`config.mk`:
```
export PLATFORM = sky130hd
export DESIGN_NAME = inst_prefetch
export DESIGN_NICKNAME = d
export VERILOG_FILES = /design/src/rtl/inst_prefetch_pkg.sv /design/src/rtl/inst_prefetch_fifo.sv /design/src/rtl/inst_prefetch.sv
export SDC_FILE = /design/constraint.sdc
export NUM_CORES = 1
export LEC_CHECK = 0
export CAP_MARGIN = 20
export CORE_MARGIN = 2
export CORE_UTILIZATION = 25
export CTS_BUF_LIST = sky130_fd_sc_hd__clkbuf_8
export CTS_CLUSTER_DIAMETER = 50
export CTS_CLUSTER_SIZE = 10
export DETAILED_ROUTE_END_ITERATION = 12
export GPL_ROUTABILITY_DRIVEN = 0
export HOLD_SLACK_MARGIN = 0.1
export PLACE_DENSITY = 0.43
export SKIP_LAST_GASP = 1
export SYNTH_ARGS = -nofsm -noshare
export SYNTH_HDL_FRONTEND = slang
export SYNTH_SLANG_ARGS = --single-unit
```
`constraint.sdc`:
```
create_clock -name clock -period 4.23 [get_ports clock]
set_input_delay 0.846 -clock clock [delete_from_list [all_inputs] [get_ports clock]]
set_output_delay 0.846 -clock clock [all_outputs]
set_load 0.02 [all_outputs]
```
`src/rtl/inst_prefetch_pkg.sv`:
```
// Shared constants for the instruction fetch front end: word layout,
// opcode values and the PC value taken on reset.
package inst_prefetch_pkg;

   localparam int WORD = 16;

   localparam logic [3:0] OP_LI      = 4'hF;
   localparam logic [3:0] OP_JZSYSSZ = 4'hE;
   localparam logic [3:0] OP_ST      = 4'hD;
   localparam logic [3:0] OP_LD      = 4'hC;

   localparam int OP_HI = 15;
   localparam int OP_LO = 12;
   localparam int D_HI  = 11;
   localparam int D_LO  = 6;
   localparam int S_HI  = 5;
   localparam int S_LO  = 0;

   localparam logic [WORD-1:0] RESET_PC = '0;

   function automatic logic isLiOpcode(input logic [WORD-1:0] word);
      return word[OP_HI:OP_LO] == OP_LI;
   endfunction

endpackage

```
`src/rtl/inst_prefetch_fifo.sv`:
```
// Circular prefetch queue of {word, pc, li2}; flush empties it in one cycle
// and the head reads as all zeros while the queue is empty.
module fetch_fifo #(
   parameter int DEPTH  = 4,
   parameter int WORD_W = 16
) (
   input  logic                       clock,
   input  logic                       reset,
   input  logic                       flush,
   input  logic                       enq,
   input  logic                       deq,
   input  logic [WORD_W-1:0]          enqWord,
   input  logic [WORD_W-1:0]          enqPc,
   input  logic                       enqLi2,
   output logic [$clog2(DEPTH):0]     count,
   output logic [WORD_W-1:0]          headWord,
   output logic [WORD_W-1:0]          headPc,
   output logic                       headLi2
);

   localparam int PTR_W   = $clog2(DEPTH);
   localparam int ENTRY_W = 2 * WORD_W + 1;

   logic [ENTRY_W-1:0] entryMem [DEPTH];
   logic [PTR_W-1:0]   rdPtr;
   logic [PTR_W-1:0]   wrPtr;
   logic [ENTRY_W-1:0] headEntry;

   // NOTE: storage is deliberately not reset; count gates every read, so stale
   // entries are never visible and the array can map onto plain RAM/flops.
   always_ff @(posedge clock) begin
      if (enq) begin
         entryMem[wrPtr] <= {enqWord, enqPc, enqLi2};
      end
   end

   // Pointers are PTR_W wide, so DEPTH being a power of two makes them wrap.
   always_ff @(posedge clock) begin
      if (reset || flush) begin
         rdPtr <= '0;
         wrPtr <= '0;
         count <= '0;
      end else begin
         if (enq) wrPtr <= wrPtr + PTR_W'(1);
         if (deq) rdPtr <= rdPtr + PTR_W'(1);
         case ({enq, deq})
            2'b10:   count <= count + 1'b1;
            2'b01:   count <= count - 1'b1;
            default: count <= count;
         endcase
      end
   end

   assign headEntry = (count != '0) ? entryMem[rdPtr] : '0;
   assign headWord  = headEntry[ENTRY_W-1 -: WORD_W];
   assign headPc    = headEntry[WORD_W:1];
   assign headLi2   = headEntry[0];

endmodule

```
`src/rtl/inst_prefetch.sv`:
```
// Fetch front end: owns the PC, issues 1-cycle-latency reads, tags LI immediates
// and presents one decoded head entry per cycle under valid/ready.
module inst_prefetch
   import inst_prefetch_pkg::*;
#(
   parameter int DEPTH  = 4,
   parameter int WORD_W = 16
) (
   input  logic                       clock,
   input  logic                       reset,
   output logic                       imem_req,
   output logic [WORD_W-1:0]          imem_addr,
   input  logic [WORD_W-1:0]          imem_data,
   input  logic                       jump_en,
   input  logic [WORD_W-1:0]          jump_addr,
   input  logic                       halt,
   input  logic                       deq_ready,
   output logic                       out_valid,
   output logic [WORD_W-1:0]          out_word,
   output logic [3:0]                 out_op,
   output logic [5:0]                 out_d,
   output logic [5:0]                 out_s,
   output logic [WORD_W-1:0]          out_pc,
   output logic                       out_li2,
   output logic [$clog2(DEPTH):0]     count
);

   localparam int CNT_W = $clog2(DEPTH) + 1;
   localparam logic [CNT_W:0] DEPTH_LIMIT = (CNT_W + 1)'(DEPTH);

   logic [WORD_W-1:0] pc;
   logic [WORD_W-1:0] issuePc;
   logic              inflight;
   logic              liPending;
   logic              issue;
   logic              enq;
   logic              deq;
   logic [CNT_W:0]    occupancy;

   // NOTE: every always_comb output gets a default first so no path can leave
   // a signal unassigned and infer a latch.
   always_comb begin
      occupancy = {1'b0, count} + {{CNT_W{1'b0}}, inflight};
      issue     = 1'b0;
      if (!reset && !jump_en && !halt && (occupancy < DEPTH_LIMIT)) begin
         issue = 1'b1;
      end
   end

   // A read returning in a jump cycle belongs to the abandoned stream.
   assign enq       = inflight && !jump_en;
   assign deq       = out_valid && deq_ready && !jump_en;
   assign imem_req  = issue;
   assign imem_addr = pc;
   assign out_valid = (count != '0);

   always_ff @(posedge clock) begin
      if (reset) begin
         pc        <= WORD_W'(RESET_PC);
         issuePc   <= '0;
         inflight  <= 1'b0;
         liPending <= 1'b0;
      end else if (jump_en) begin
         pc        <= jump_addr;
         inflight  <= 1'b0;
         liPending <= 1'b0;
      end else begin
         inflight <= issue;
         if (issue) begin
            pc      <= pc + WORD_W'(1);
            issuePc <= pc;
         end
         // The word after an untagged LI is its immediate, never an opcode.
         if (enq) begin
            liPending <= isLiOpcode(imem_data[WORD-1:0]) && !liPending;
         end
      end
   end

   fetch_fifo #(
      .DEPTH  (DEPTH),
      .WORD_W (WORD_W)
   ) u_fifo (
      .clock    (clock),
      .reset    (reset),
      .flush    (jump_en),
      .enq      (enq),
      .deq      (deq),
      .enqWord  (imem_data),
      .enqPc    (issuePc),
      .enqLi2   (liPending),
      .count    (count),
      .headWord (out_word),
      .headPc   (out_pc),
      .headLi2  (out_li2)
   );

   assign out_op = out_word[OP_HI:OP_LO];
   assign out_d  = out_word[D_HI:D_LO];
   assign out_s  = out_word[S_HI:S_LO];

endmodule
```
## Word level (Yosys, flattened, before mapping)

Memories as Yosys holds them, arrays and structs flattened. A register that Yosys moved wholly into a read port is not among the register bits.
Cells that the tools add are included.
W data, S select, Z words.

- Flip-flop bits (word level): 41
- RAM bits: 132
- Bits of input ports: 37
- Output and inout bits: 70
- Logic and storage cells: 45
- Memories kept: 1

- Add/subtract/negate cells: 6
- $lt $le $gt $ge: 1
- Equal/unequal tests: 3
- Multiplexer cells: 9
- Bitwise gates (word level): 1
- Reductions and logical operators: 17

Memory list:

| name | words | width | rd ports | clocked after Yosys merged registers in | write ports | RTL line | RTL |
|---|---|---|---|---|---|---|---|
| u_fifo.entryMem | 4 | 33 | 1 | 1 | 1 | inst_prefetch_fifo.sv:24 | `logic [ENTRY_W-1:0] entryMem [DEPTH];` |

Operators with widths:

| kind | count |
|---|---|
| $mux W33 | 1 |
| $mux W16 | 2 |
| $add A16 B1 Y16 const B | 1 |
| $logic_and A1 B1 Y1 | 7 |
| $pmux W3 S2 | 1 |
| $add A2 B1 Y2 const B | 2 |
| $add A3 B1 Y4 | 1 |
| $eq A4 B4 Y1 const B | 1 |
| $logic_not A1 Y1 | 4 |
| $lt A4 B3 Y1 const B | 1 |
| $mux W2 | 2 |
| $reduce_bool A2 Y1 | 2 |
| $add A3 B1 Y3 const B | 1 |
| $mux W1 | 3 |
| $reduce_bool A3 Y1 | 1 |
| $sub A3 B1 Y3 const B | 1 |
| $eq A2 B1 Y1 const B | 1 |
| $eq A2 B2 Y1 const B | 1 |
| $reduce_and A2 Y1 | 1 |
| $reduce_or A2 Y1 | 1 |
| $logic_or A1 B1 Y1 | 1 |
| $not A1 Y1 | 1 |

## Longest topological paths before layout

- Depth after elaboration: 7
- Depth in mapped cells: 10
- Mapped depth without buffers: 9

## Hierarchy

A second synthesis with hierarchy kept.

- Cell total of the unflattened synthesis: 478
- Area, all modules: 7169.4 µm²

Modules (own cells, without submodules):

| module | instances | cells each | area each (µm²) | seq. area each (µm²) |
|---|---|---|---|---|
| fetch_fifo | 1 | 256 | 5475.3 | 4144.0 |
| inst_prefetch | 1 | 222 | 1694.1 | 680.7 |

## Least setup slack after synthesis

OpenSTA, ideal clock, no wires.

- Path kind: input to output
- Start point: input port jump_en
- End point: output port imem_req
- Arrival time: 1914 ps
- Required time: 3384 ps
- Slack: 1470 ps
- Stages on the path: 6
- Path buffers: 3
- Cells stage by stage: buf_6 > nor4_2 > nand2_1 > inv_2 > buf_2 > buf_2

- Word-level cells in the longest chain between the ends: 5

RTL lines:

| item | RTL line | RTL |
|---|---|---|
| start, declared | inst_prefetch.sv:14 | `input logic jump_en,` |
| $logic_not A1 Y1 | inst_prefetch.sv:45 | `if (!reset && !jump_en && !halt && (occupancy < DEPTH_LIMIT)) begin` |
| $logic_and A1 B1 Y1 (3 in series) | inst_prefetch.sv:45 |  |
| $mux W1 | inst_prefetch.sv:45 |  |
| end, declared | inst_prefetch.sv:11 | `output logic imem_req,` |

Every way passes these cells.

==> qor.txt <==
post-synthesis mux area share = 0.109
DP Wirelength = 10900 um
vias in the first global route = 4477
grt peak-use layer = met2
Setup crit start kind = flop
max frequency = 282 MHz
post-synthesis cell type count = 47
area delta synth->final = 25.0%
minimum clock period = 3.55 ns
final setup violation count = 0
share of cells above drive strength 1 = 0.150
ANT nets after route = 0
DRC viols = 0
GR Util met1 = 0.150
Starting Density = 0.252
All-Layer GR Usage = 0.113
Hold Violations, Final = 0
port bufs = 106
Top FF cell, synth = edfxtp_1
Die ar. = 30100 sq um
Syn Nets = 530
routing usage on met2 = 0.183
sequential share of the synthesized area = 0.672
Core ar. = 28500 sq um
Final TNS setup = 0 ns
clock transition at the registers of the reported paths = 0.09 ns
gr ovfl total = 0
RSZ-0062 raised after global routing = false
mean post-synth cell area = 14.8 sq um
Slew headroom = 0.296
Post-Route WL = 16400 um
TritonCTS buffer count = 17
Synth Warn # = 0
Worst setup EP type = primary output
period utilization = 0.840
ys async rst share = 0
Post-Synth XOR/XNOR Area = 0.00610
die span in x = 173 um
CP Class = flop to primary output
CTS tree = done
post-synthesis compound-gate area fraction = 0.0410
status = completed
Via density = 4.36
Layout fillers = 2882
WL/cell = 16.8 um
Cell Area, Synth = 7180 sq um
Die Height = 173 um
ratio of total power to cell area = 350 nW/um^2
clock skew = 0.0119 ns
maximum VDD drop = 0.141 mV
CTS H-tree depth = 4
Vias = 4268
row cnt = 62
pin count of the biggest net entering global routing = 37
Max-Cap Viols = 0
num ports = 107
simple-gate area share of the yosys netlist = 0.115
clk buf depth = 2
leak pwr = 2.69 nW
DRT iter0 DRCs = 243
drt pass-1 iters = 4
setup bufs post-CTS = 0
register bit total from synthesis = 175
worst min path class = flop to flop
clock root cell = clkbuf_8
post-cts gate resize count = 0
fin util = 0.315
n_diodes = 0
final net count = 625
Post-CTS Hold Buffers = 0
grt met3 use = 0.0296
EDFF count, synth = 132
Worst-Margin Slew = 1.06 ns
Slew Limit Fails = 0
clock sinks = 175
Worst Path Required = 3.38 ns
worst skew pair latency = 0.45 ns
Post-Synthesis Cells = 486
crit-path max FO = 14
main combinational cell family by area after synthesis = simple AND/OR/NAND/NOR gates
Adder-Cell Fraction of Synth Area = 0.0132
critical path data arrival time = 2.71 ns
initial antenna violation count = 0
global-route wire length before repair = 26000 um
-- report_power, final --
part | switching, W | leakage, nW | total (W) | internal, W
Clock | 0.000627 | 0.178 | 0.00110 | 0.000474
Sequential | 0.0000270 | 1.50 | 0.00188 | 0.00185
Combinational | 0.0000813 | 1.01 | 0.000161 | 0.0000801
-- critical path, cell delays in order, from the launching register on --
cell             delay (ns)
dfxtp_2                0.68
buf_4                  0.33
mux4_2                 0.52
nor2b_1                0.16
clkdlybuf4s50_1        0.57
-- Yosys cell counts (2+ instances only) --
cell type,count,area (sq um)
nor3_1,8,40.0
xnor2_1,3,26.3
inv_1,15,56.3
nand2_1,43,161
a21oi_1,31,155
o21ai_1,2,10.0
a31oi_1,7,43.8
mux2i_1,3,30.0
ha_1,6,75.1
nand3_1,12,60.1
nand4_1,8,50.1
buf_6,2,22.5
buf_2,7,35.0
and3_1,8,50.1
dfxtp_1,43,861
or3_1,4,25.0
nand3b_1,4,30.0
o21ai_0,2,10.0
clkbuf_1,19,71.3
edfxtp_1,132,3960
buf_4,16,120
and4_1,2,17.5
nand2b_1,2,12.5
a2bb2oi_1,2,17.5
nor4_1,5,31.3
and2_1,4,25.0
xor2_1,2,17.5
mux4_2,33,743
nor2_1,11,41.3
nor2b_1,33,206
-- stage by stage --
stage	hold slack [ns]	power [W]	cell area, sq um	setup WS (ns)	instances
4_1_cts	0.512	0.00319	8970	0.543	978
2_1_floorplan	0.460	0.00199	7180	1.47	486
3_3_place_gp	0.483	0.00208	8600	0.864	946
3_5_place_dp	0.498	0.00208	8600	0.861	946
6_report	0.506	0.00314	8970	0.678	978
5_1_grt	0.539	0.00328	8970	0.444	978
-- path summary, 6_finish.rpt --
path                                  endpoint                          from  slack [ns]  cells after the start
setup / recovery                      out_d[4]                          flop        0.68                      4
hold reg to reg        issuePc[8]$_SDFFE_PP0P_       issuePc[8]$_SDFFE_PP0P_        0.51                      2
setup reg to reg  u_fifo.count[2]$_SDFFE_PP0P_  u_fifo.count[1]$_SDFFE_PP0P_        1.62                      9
hold / removal         issuePc[8]$_SDFFE_PP0P_       issuePc[8]$_SDFFE_PP0P_        0.51                      2
-- routing by layer --
layer / up-vias / part of all wire / routed length (um)
met5: - / 0 / 0
met4: 0 / 0.011 / 181
met3: 13 / 0.052 / 849
met2: 136 / 0.47 / 7770
met1: 2121 / 0.47 / 7650
li1: 1998 / - / -
-- registers in the layout, indices dropped and copies added, names as in the netlist, named ones only --
signal and count:
imem_addr 16, inflight 1, issuePc 16, liPending 1
u_fifo.count 3, u_fifo.entryMem 132, u_fifo.rdPtr 2, u_fifo.wrPtr 2
-- cell usage in the layout, fill, tap and decap left out, drive strengths merged, types with 7 or more instances in the layout --
cell,n
edfxtp,132
clkdlybuf4s50,106
nand2,43
dfxtp,43
mux4,33
nor2b,33
a21oi,31
inv,20
clkbuf,17
buf,14
nand3,12
nor2,11
and3,8
nand4,8
nor3,8
a31oi,7
nor4,7
-- kinds of logic after synthesis --
| family | Yosys count |
|---|---|
| DFF | 175 |
| and+or+nand+nor | 151 |
| buffers and inverters | 60 |
| AOI/OAI and AO/OA | 51 |
| muxes | 37 |
| adders and majority gates | 7 |
| xor gates and xnor gates | 5 |
-- final cells by class --
cell class / count / area (sq um) / share of cell area
sequential: 175 / 4830 / 0.538
multi-input combinational: 251 / 2050 / 0.229
clock inverter: 15 / 139 / 0.0155
timing repair buffer: 120 / 1180 / 0.131
inverter: 16 / 60.1 / 0.00669
tap: 384 / 480 / 0.0535
clock buffer: 17 / 234 / 0.0261
Power figures use the tool's default switching activity.
